### src/rtl/pc_uart_streamer_pkg.sv
// Shared types and constants for the PC-to-UART debug streamer.
// Holds the FSM state encoding and the ASCII constants used for framing.
package pc_uart_streamer_pkg;

    localparam logic [2:0] ST_IDLE  = 3'd0;
    localparam logic [2:0] ST_LOAD  = 3'd1;
    localparam logic [2:0] ST_SEND  = 3'd2;
    localparam logic [2:0] ST_GUARD = 3'd3;
    localparam logic [2:0] ST_WAIT  = 3'd4;

    typedef enum logic [2:0] {
        IDLE  = ST_IDLE,
        LOAD  = ST_LOAD,
        SEND  = ST_SEND,
        GUARD = ST_GUARD,
        WAIT  = ST_WAIT
    } state_e;

    localparam logic [7:0] ASCII_0     = 8'h30;
    localparam logic [7:0] ASCII_A_OFS = 8'h37;
    localparam logic [7:0] ASCII_CR    = 8'h0D;
    localparam logic [7:0] ASCII_LF    = 8'h0A;

endpackage

### src/rtl/pc_uart_streamer_hex_nibble_ascii.sv
// Combinational nibble to uppercase ASCII hex digit.
module hex_nibble_ascii
    import pc_uart_streamer_pkg::*;
(
    input  logic [3:0] nibble,
    output logic [7:0] ascii
);

    always_comb begin
        if (nibble < 4'd10) begin
            ascii = ASCII_0 + {4'h0, nibble};
        end else begin
            ascii = ASCII_A_OFS + {4'h0, nibble};
        end
    end

endmodule

### src/rtl/pc_uart_streamer.sv
// Merges CPU UART writes with an automatic PC hex dump stream
// into the single UART write port, handling the busy handshake.
module pc_uart_streamer
    import pc_uart_streamer_pkg::*;
#(
    parameter int NUM_DIGITS   = 8,
    parameter bit EOL_CRLF     = 1'b1,
    parameter int GUARD_CYCLES = 2
) (
    input  logic        clk,
    input  logic        rst,
    input  logic        enable,
    input  logic [31:0] pc,
    input  logic [7:0]  cpu_tx_data,
    input  logic        cpu_tx_we,
    output logic        cpu_tx_busy,
    output logic [7:0]  uart_tx_data,
    output logic        uart_tx_we,
    input  logic        uart_tx_busy,
    output logic        streaming,
    output logic        cpu_overrun
);

    localparam int FRAME_LEN = NUM_DIGITS + 1 + (EOL_CRLF ? 1 : 0);
    localparam logic [3:0] LAST_IDX   = 4'(FRAME_LEN - 1);
    localparam logic [3:0] LAST_DIG   = 4'(NUM_DIGITS - 1);
    localparam logic [3:0] CR_IDX     = 4'(NUM_DIGITS);
    localparam logic [3:0] GUARD_INIT = 4'(GUARD_CYCLES);

    state_e      state_q, state_d;
    logic        pend_q, pend_d;
    logic [7:0]  hold_q, hold_d;
    logic        sel_cpu_q, sel_cpu_d;
    logic [3:0]  idx_q, idx_d;
    logic [31:0] snap_q, snap_d;
    logic        resend_q, resend_d;
    logic        en_q, en_d;
    logic        streaming_q, streaming_d;
    logic [3:0]  guard_q, guard_d;
    logic        overrun_q, overrun_d;

    logic        busy_int;
    logic        accept;
    logic        frame_req;
    logic [3:0]  dig;
    logic [5:0]  shamt;
    logic [3:0]  nibble;
    logic [7:0]  hex_byte;
    logic [7:0]  frame_byte;
    logic [7:0]  sel_byte;

    hex_nibble_ascii u_hex (
        .nibble (nibble),
        .ascii  (hex_byte)
    );

    // Digit idx maps to nibble NUM_DIGITS-1-idx of the snapshot (MSB first)
    always_comb begin
        dig    = LAST_DIG - idx_q;
        shamt  = {dig, 2'b00};
        nibble = 4'(snap_q >> shamt);
        if (idx_q < CR_IDX) begin
            frame_byte = hex_byte;
        end else if (EOL_CRLF && (idx_q == CR_IDX)) begin
            frame_byte = ASCII_CR;
        end else begin
            frame_byte = ASCII_LF;
        end
        sel_byte = sel_cpu_q ? hold_q : frame_byte;
    end

    always_comb begin
        busy_int  = pend_q | (state_q != IDLE) | uart_tx_busy;
        accept    = cpu_tx_we & ~busy_int;
        frame_req = enable & (resend_q | (pc != snap_q));

        state_d     = state_q;
        pend_d      = pend_q;
        hold_d      = hold_q;
        sel_cpu_d   = sel_cpu_q;
        idx_d       = idx_q;
        snap_d      = snap_q;
        resend_d    = resend_q | (enable & ~en_q);
        en_d        = enable;
        streaming_d = streaming_q;
        guard_d     = guard_q;
        overrun_d   = overrun_q | (cpu_tx_we & busy_int);

        if (accept) begin
            pend_d = 1'b1;
            hold_d = cpu_tx_data;
        end

        unique case (state_q)
            IDLE: begin
                if (pend_q) begin
                    sel_cpu_d = 1'b1;
                    state_d   = LOAD;
                end else if (frame_req) begin
                    sel_cpu_d   = 1'b0;
                    snap_d      = pc;
                    resend_d    = 1'b0;
                    idx_d       = 4'd0;
                    streaming_d = 1'b1;
                    state_d     = LOAD;
                end
            end
            LOAD: begin
                if (!uart_tx_busy) begin
                    state_d = SEND;
                end
            end
            SEND: begin
                guard_d = GUARD_INIT;
                state_d = GUARD;
            end
            GUARD: begin
                guard_d = guard_q - 4'd1;
                if (guard_d == 4'd0) begin
                    state_d = WAIT;
                end
            end
            WAIT: begin
                if (!uart_tx_busy) begin
                    if (sel_cpu_q) begin
                        pend_d  = 1'b0;
                        state_d = IDLE;
                    end else if (idx_q == LAST_IDX) begin
                        streaming_d = 1'b0;
                        state_d     = IDLE;
                    end else begin
                        idx_d   = idx_q + 4'd1;
                        state_d = LOAD;
                    end
                end
            end
            default: state_d = IDLE;
        endcase
    end

    always_ff @(posedge clk) begin
        if (rst) begin
            state_q     <= IDLE;
            pend_q      <= 1'b0;
            hold_q      <= 8'h00;
            sel_cpu_q   <= 1'b0;
            idx_q       <= 4'd0;
            snap_q      <= 32'h0;
            resend_q    <= 1'b1;
            en_q        <= 1'b0;
            streaming_q <= 1'b0;
            guard_q     <= 4'd0;
            overrun_q   <= 1'b0;
        end else begin
            state_q     <= state_d;
            pend_q      <= pend_d;
            hold_q      <= hold_d;
            sel_cpu_q   <= sel_cpu_d;
            idx_q       <= idx_d;
            snap_q      <= snap_d;
            resend_q    <= resend_d;
            en_q        <= en_d;
            streaming_q <= streaming_d;
            guard_q     <= guard_d;
            overrun_q   <= overrun_d;
        end
    end

    always_comb begin
        cpu_tx_busy  = busy_int;
        uart_tx_we   = (state_q == SEND);
        uart_tx_data = (state_q == IDLE) ? 8'h00 : sel_byte;
        streaming    = streaming_q;
        cpu_overrun  = overrun_q;
    end

endmodule
### config.mk
export PLATFORM = sky130hd
export DESIGN_NAME = pc_uart_streamer
export DESIGN_NICKNAME = d
export VERILOG_FILES = /design/src/rtl/pc_uart_streamer_pkg.sv /design/src/rtl/pc_uart_streamer_hex_nibble_ascii.sv /design/src/rtl/pc_uart_streamer.sv
export SDC_FILE = /design/constraint.sdc
export NUM_CORES = 1
export LEC_CHECK = 0
export ABC_CLOCK_PERIOD_IN_PS = 1900
export CAP_MARGIN = 10
export CORE_AREA = 8 8 97 99
export CTS_BUF_LIST = sky130_fd_sc_hd__clkbuf_2 sky130_fd_sc_hd__clkbuf_4 sky130_fd_sc_hd__clkbuf_8
export CTS_CLUSTER_SIZE = 14
export DETAILED_ROUTE_END_ITERATION = 8
export DIE_AREA = 0 0 105 107
export HOLD_SLACK_MARGIN = 0.12
export PLACE_DENSITY = 0.84
export SLEW_MARGIN = 40
export SYNTH_ARGS = -nofsm -noshare
export SYNTH_HDL_FRONTEND = slang
export SYNTH_SLANG_ARGS = --single-unit
### constraint.sdc
create_clock -name clk -period 1.9 [get_ports clk]
set_input_delay 0.285 -clock clk [delete_from_list [all_inputs] [get_ports clk]]
set_output_delay 0.285 -clock clk [all_outputs]
set_load 0.005 [all_outputs]
==> summary.txt <==
Outcome
  – Status: complete, but fails checks
  – Violated checks: negative setup slack

Detailed routing
  – # DRC: 0
  – Post-Route WL: 16200 um
  – ANT nets after route: 0
  – Vias: 4448
  – Vias per cell: 6.48
  – DRT Pass-1 Iters: 8
  – DR iter-0 viols: ~560
  – Wire length per cell: around 24 um

Placed design
  – Post-DP HPWL: ~8700 um
  – Port bufs: 56
  – Pre-CTS setup slack: -0.670 ns
  – GP Congestion: 0.847

Cells and area
  – Commonest non-fill, non-tap cell in the layout: buf_4
  – Nets@finish: ~630
  – Area Growth Syn to Fin: 54.2%
  – Fill count: a little under 500
  – Share of layout cells above drive strength 1: 37.2%
  – Most frequent cells in the layout: 63 x buf_4, 54 x nand3_1, 49 x dfxtp_1
  – Inserted Diodes: 0

Floorplan
  – Initial Utilization: between 40% and 50%
  – Core ar.: between 7000 and 8000 sq um
  – Die W: roughly 110 um
  – Site Rows: 33
  – Die area: roughly 11000 sq um
  – I/O pin count: 57
  – Die Y: approximately 110 um

STA
  – Slew at the pin closest to its max-slew limit: 0.355 ns
  – Clock period minus worst slack: around 2.6 ns
  – Worst relative slew slack: about three quarters
  – Max Slew Vio Count: 0
  – Final Hold Viols: 0
  – Achievable Freq: between 0.3 and 0.4 GHz
  – RSZ-0062 raised after global routing: true
  – Clk_skew: approximately 0.0098 ns
  – Period utilization: 138%
  – Final setup margin: -0.726 ns
  – # setup viols final: between 40 and 50
  – Final TNS setup: -18.54 ns

Yosys
  – Mean Syn Cell Area: roughly 8.7 sq um
  – Post-synth ARST share: 0%
  – Post-synth EDFFs: 0
  – Post-Syn Area: slightly below 4000 sq um
  – Seq/Total Area, Yosys: slightly below 30%
  – Most frequently used flop master after synthesis: dfxtp_1
  – Unique cell type count in the Yosys netlist: 48
  – Syn_nets: roughly 500
  – Post-Syn Instances: 449
  – Number of synthesized register bits: between 50 and 60
  – Yosys warning count: 0

Worst setup path
  – CP Max Fanout: 8
  – CP startpoint kind: register
  – Element type at the critical path end: primary output
  – R2R depth: 10
  – Reg2Reg Capture Point: snap_q[26]
  – FF-to-FF Start: snap_q[14]
  – Worst Path Arrival: about 2.3 ns
  – CP Data Required Time: 1.62 ns
  – R2R Setup Slk: -0.46 ns
  – Crit Path Class: register to primary output

CTS
  – Max Root-Sink Buffers: 2
  – Clock-pin slew on the worst setup and hold paths: roughly 0.07 ns
  – Clock latency on the worst-skew pair: between 0.3 and 0.4 ns
  – CTS tree: done
  – Post-CTS Hold Fix Bufs: 0
  – # H-tree levels: 3
  – Total CTS buffers: 9
  – CTS Sinks: 57
  – Clock Root Buffer: clkbuf_8

Global routing
  – Vias in the first global route: ~4500
  – Pin count of the biggest net entering global routing: 56
  – GRT Overall Usage: 26.4%
  – First-pass GRT wire length: around 24000 um
  – Number of antenna violations at the first check in global routing: 1
  – Total gr overflow: 0

Power
  – Pwr Density: between 700 and 800 nW/um^2
  – P_leak: about 2.3 nW
  – Worst VDD drop: approximately 0.56 mV

Run
  – Max-cap violations: 0

Hold path
  – Cells on Worst Hold Path: 3
  – Hold Path Origin: rst
  – Hold Path Class: input port to register
  – Hold path endpoint: hold_q[5]
## power by group
part,leakage (nW),switching (mW),internal [mW],total (mW)
Combinational,1.76,0.910,0.910,1.82
Clock,0.106,0.536,0.680,1.22
Sequential,0.473,0.157,1.37,1.53
## per-stage QoR
stage                     power (mW)  util (%)  area, sq um  std cells  hold WS [ns]
after global placement          2.98      64.0         5070        648         0.450
after detailed placement        3.05      64.0         5070        648         0.458
after CTS                       4.32      72.7         5760        682         0.422
final                           4.56      75.6         6000        686         0.424
after floorplan                 2.30         -         3910        449         0.413
after global routing            4.73      75.6         6000        686         0.442
## cells in the mapped netlist (all sizes together) (3+ instances only)
library cell | count | area, sq um
xor2 | 22 | 193
mux2i | 14 | 140
nor2 | 26 | 97.6
o21ai | 9 | 45.0
dfxtp | 57 | 1140
mux4 | 8 | 180
nor2b | 37 | 231
nor4 | 5 | 46.3
nand4 | 4 | 25.0
a2bb2oi | 32 | 387
nand3 | 65 | 325
clkbuf | 19 | 71.3
xnor2 | 14 | 123
nand2b | 5 | 31.3
or3 | 4 | 25.0
ha | 4 | 50.1
inv | 8 | 30.0
buf | 19 | 106
o211ai | 32 | 240
a21oi | 9 | 48.8
nand2 | 13 | 48.8
nor3 | 15 | 85.1
and3 | 4 | 25.0
nand3b | 3 | 22.5
## sequential cells by signal, summed over array words and instances (netlist names)
register and cells:
snap_q 32, hold_q 8, guard_q 4, idx_q 4
state_q 3, cpu_overrun 1, en_q 1, pend_q 1
resend_q 1, sel_cpu_q 1, streaming 1
## how the worst max path moves through the flow
stage / slack [ns] / startpoint / cells past startpoint / endpoint
2_1_floorplan: -0.03 / idx_q[1] / 7 / uart_tx_data[0]
4_1_cts: -0.68 / idx_q[1] / 8 / uart_tx_data[0]
3_3_place_gp: -0.60 / idx_q[1] / 8 / uart_tx_data[0]
6_report: -0.73 / idx_q[1] / 7 / uart_tx_data[2]
3_5_place_dp: -0.67 / idx_q[2] / 7 / uart_tx_data[0]
5_1_grt: -0.79 / idx_q[1] / 7 / uart_tx_data[2]
## repair_timing
item                       4_1_cts  5_1_grt
resized for setup               97       45
setup endpoints to repair       50       50
buffers inserted                15        6
pin swaps                       35       37
gates cloned                     6        2
## routing by layer
metal | GRT usage, % | routed length [um] | share of wire, % | vias up
li1 | - | - | - | 1907
met3 | 5.88 | 1500 | 9.3 | 109
met4 | 16.0 | 1170 | 7.2 | 0
met2 | 46.2 | 7800 | 48 | 292
met1 | 28.7 | 5730 | 35 | 2140
met5 | 0 | 0 | 0 | -
## area by class of cell
type	count	area [sq um]	area share [%]
well taps	105	131	2.19
flip-flops and latches	57	1150	19.2
repair buffers	155	1580	26.4
clock inverters	3	40.0	0.668
multi-input cells	345	2900	48.3
inverters	9	33.8	0.563
clock buffers	12	159	2.65
## critical path: stages, from the launching register on
cell	delay, ns
dfxtp_4	0.44
buf_4	0.15
mux4_2	0.54
mux2i_4	0.22
nand2b_4	0.18
o21ai_1	0.08
a221oi_2	0.21
buf_2	0.16
## cell families (layout without fill, tap and decap cells)
family / after synthesis / in the layout / share of synthesized area, %
simple gates: 186 / 186 / 25.8
compound gates: 96 / 96 / 21.6
flops: 57 / 57 / 29.3
buf+inv: 47 / 179 / 5.44
xor+xnor: 36 / 36 / 8.11
mux: 23 / 23 / 8.52
fa+ha+maj: 4 / 4 / 1.29
No activity file was read; power rests on OpenSTA's default activity.
==> RTL change (config.mk and constraints unchanged) <==
`hold_q` no longer has a reset.
--- a/src/rtl/pc_uart_streamer.sv
+++ b/src/rtl/pc_uart_streamer.sv
@@ -143,5 +143,4 @@
             state_q     <= IDLE;
             pend_q      <= 1'b0;
-            hold_q      <= 8'h00;
             sel_cpu_q   <= 1'b0;
             idx_q       <= 4'd0;
@@ -155,5 +154,4 @@
             state_q     <= state_d;
             pend_q      <= pend_d;
-            hold_q      <= hold_d;
             sel_cpu_q   <= sel_cpu_d;
             idx_q       <= idx_d;
@@ -167,4 +165,8 @@
     end
 
+    always_ff @(posedge clk) begin
+        hold_q <= hold_d;
+    end
+
     always_comb begin
         cpu_tx_busy  = busy_int;
Formal check against the unedited RTL: no difference found for any inputs over 10 cycles, from zero or initial values and one cycle with rst high; that may be too few to reach the edited logic, so the function may still have changed.
==> RTL change against the original RTL <==
The run still ends with negative setup slack left. Combinational power is 74% higher. Wire length grew 13%. Count of clock-buffer cells in the layout down 1. Final cell count increased by 2.5%. Final area up 3.0%. Worst setup slack got worse by 0.068 ns. Synthesized area increased by 2.8%. Via count increased by 9.0%. Sequential cell count did not move. Power up 41%. Largest cell class unchanged.
==> RTL change: results (changes against the original RTL) <==
Pwr
  – Peak VDD IR: 0.5471 mV (-1.8%)
  – Comb. pwr: 3.17 mW (+74%)
  – Leak: 2.395 nW (+2.4%)
  – Final total power: 6.414 mW (+41%)
  – Sw power: 2.543 mW (+59%)

Detailed routing
  – DRT iter0 DRCs: 640 (+14%)
  – Vias per cell: 6.898 (+6.4%)
  – Routed len/inst: 26.06 um (+10%)

Synthesis
  – Synth cell types: 51 (+6.3%)
  – Synthesized Nets: 512 (+2.8%)
  – Area contributors post-synth: dfxtp_1 (25%), nor3b_1 (6.2%), a22oi_1 (6.0%), edfxtp_1 (6.0%), nand4_1 (5.6%)
  – Synthesized instance count: 463 (+3.1%)
  – Register area share after synthesis: 0.3054 (+0.01204)

GRT
  – Largest net degree at the start of global routing: 33 (-41%)
  – First-pass GRT wire length: 24.74 mm (+4.5%)

Clock tree
  – Post-cts sizing count: 120 (+24%)

Final layout
  – Final-layout clock buffer total: 11 (-1)
  – Multi-input gates: 353 (+2.3%)
  – Fraction of area in multi-input gates: 0.4778 (-0.005376)
  – Layout cells sized above 1: 0.3696 (-0.002208)
  – Non-Filler Instances: 703 (+2.5%)
  – FF/Latch Area: 1231 um2 (+6.7%)

Placement
  – GP Congestion: 0.8981 (+6.0%)

Setup path
  – Max incr delay on CP: 0.56 ns (+0.02 ns)

STA
  – Setup violators final: 47 (-2.1%)
  – Worst-Margin Slew: 0.7395 ns (+0.3841 ns)
  – Final worst setup slack: -0.7948 ns (-0.06840 ns)
  – Sum Neg Setup Slack: -15.26 ns (+3.280 ns)

Outcome
  – Status: finished with violations
  – Violated checks: negative setup slack
## RTL change: path summary, 6_finish.rpt
kind | start | depth (start not counted) | end | slack (ns)
min reg2reg | cpu_overrun | 2 | cpu_overrun | 0.48
max reg2reg | snap_q[3] | 7 | snap_q[18] | -0.50
min | cpu_overrun | 2 | cpu_overrun | 0.48
max | idx_q[0] | 8 | uart_tx_data[1] | -0.79
## RTL change: cells by family after synthesis
kind of cell,synth area share
adder cells (fa/ha/maj),0.01252
flip-flops,0.3054
buffers and inverters,0.06571
multiplexers,0.07040
XOR/XNOR,0.08323
AO/OA/AOI/OAI,0.1652
AND/OR/NAND/NOR,0.2976
## RTL change: tightest hold or removal path, stage by stage, from the launching register on
cell and delay (ns):
dfxtp_1 0.33, a21oi_1 0.05, nor2_1 0.07
## RTL change: layer usage
metal  vias up  global-route usage  routed length (um)
li1       1999                   -                   -
met1      2269              0.2843                6023
met2       442              0.4751                8577
met3       139             0.08638                2150
met4         0              0.1927                1567
met5         -                   0                   0
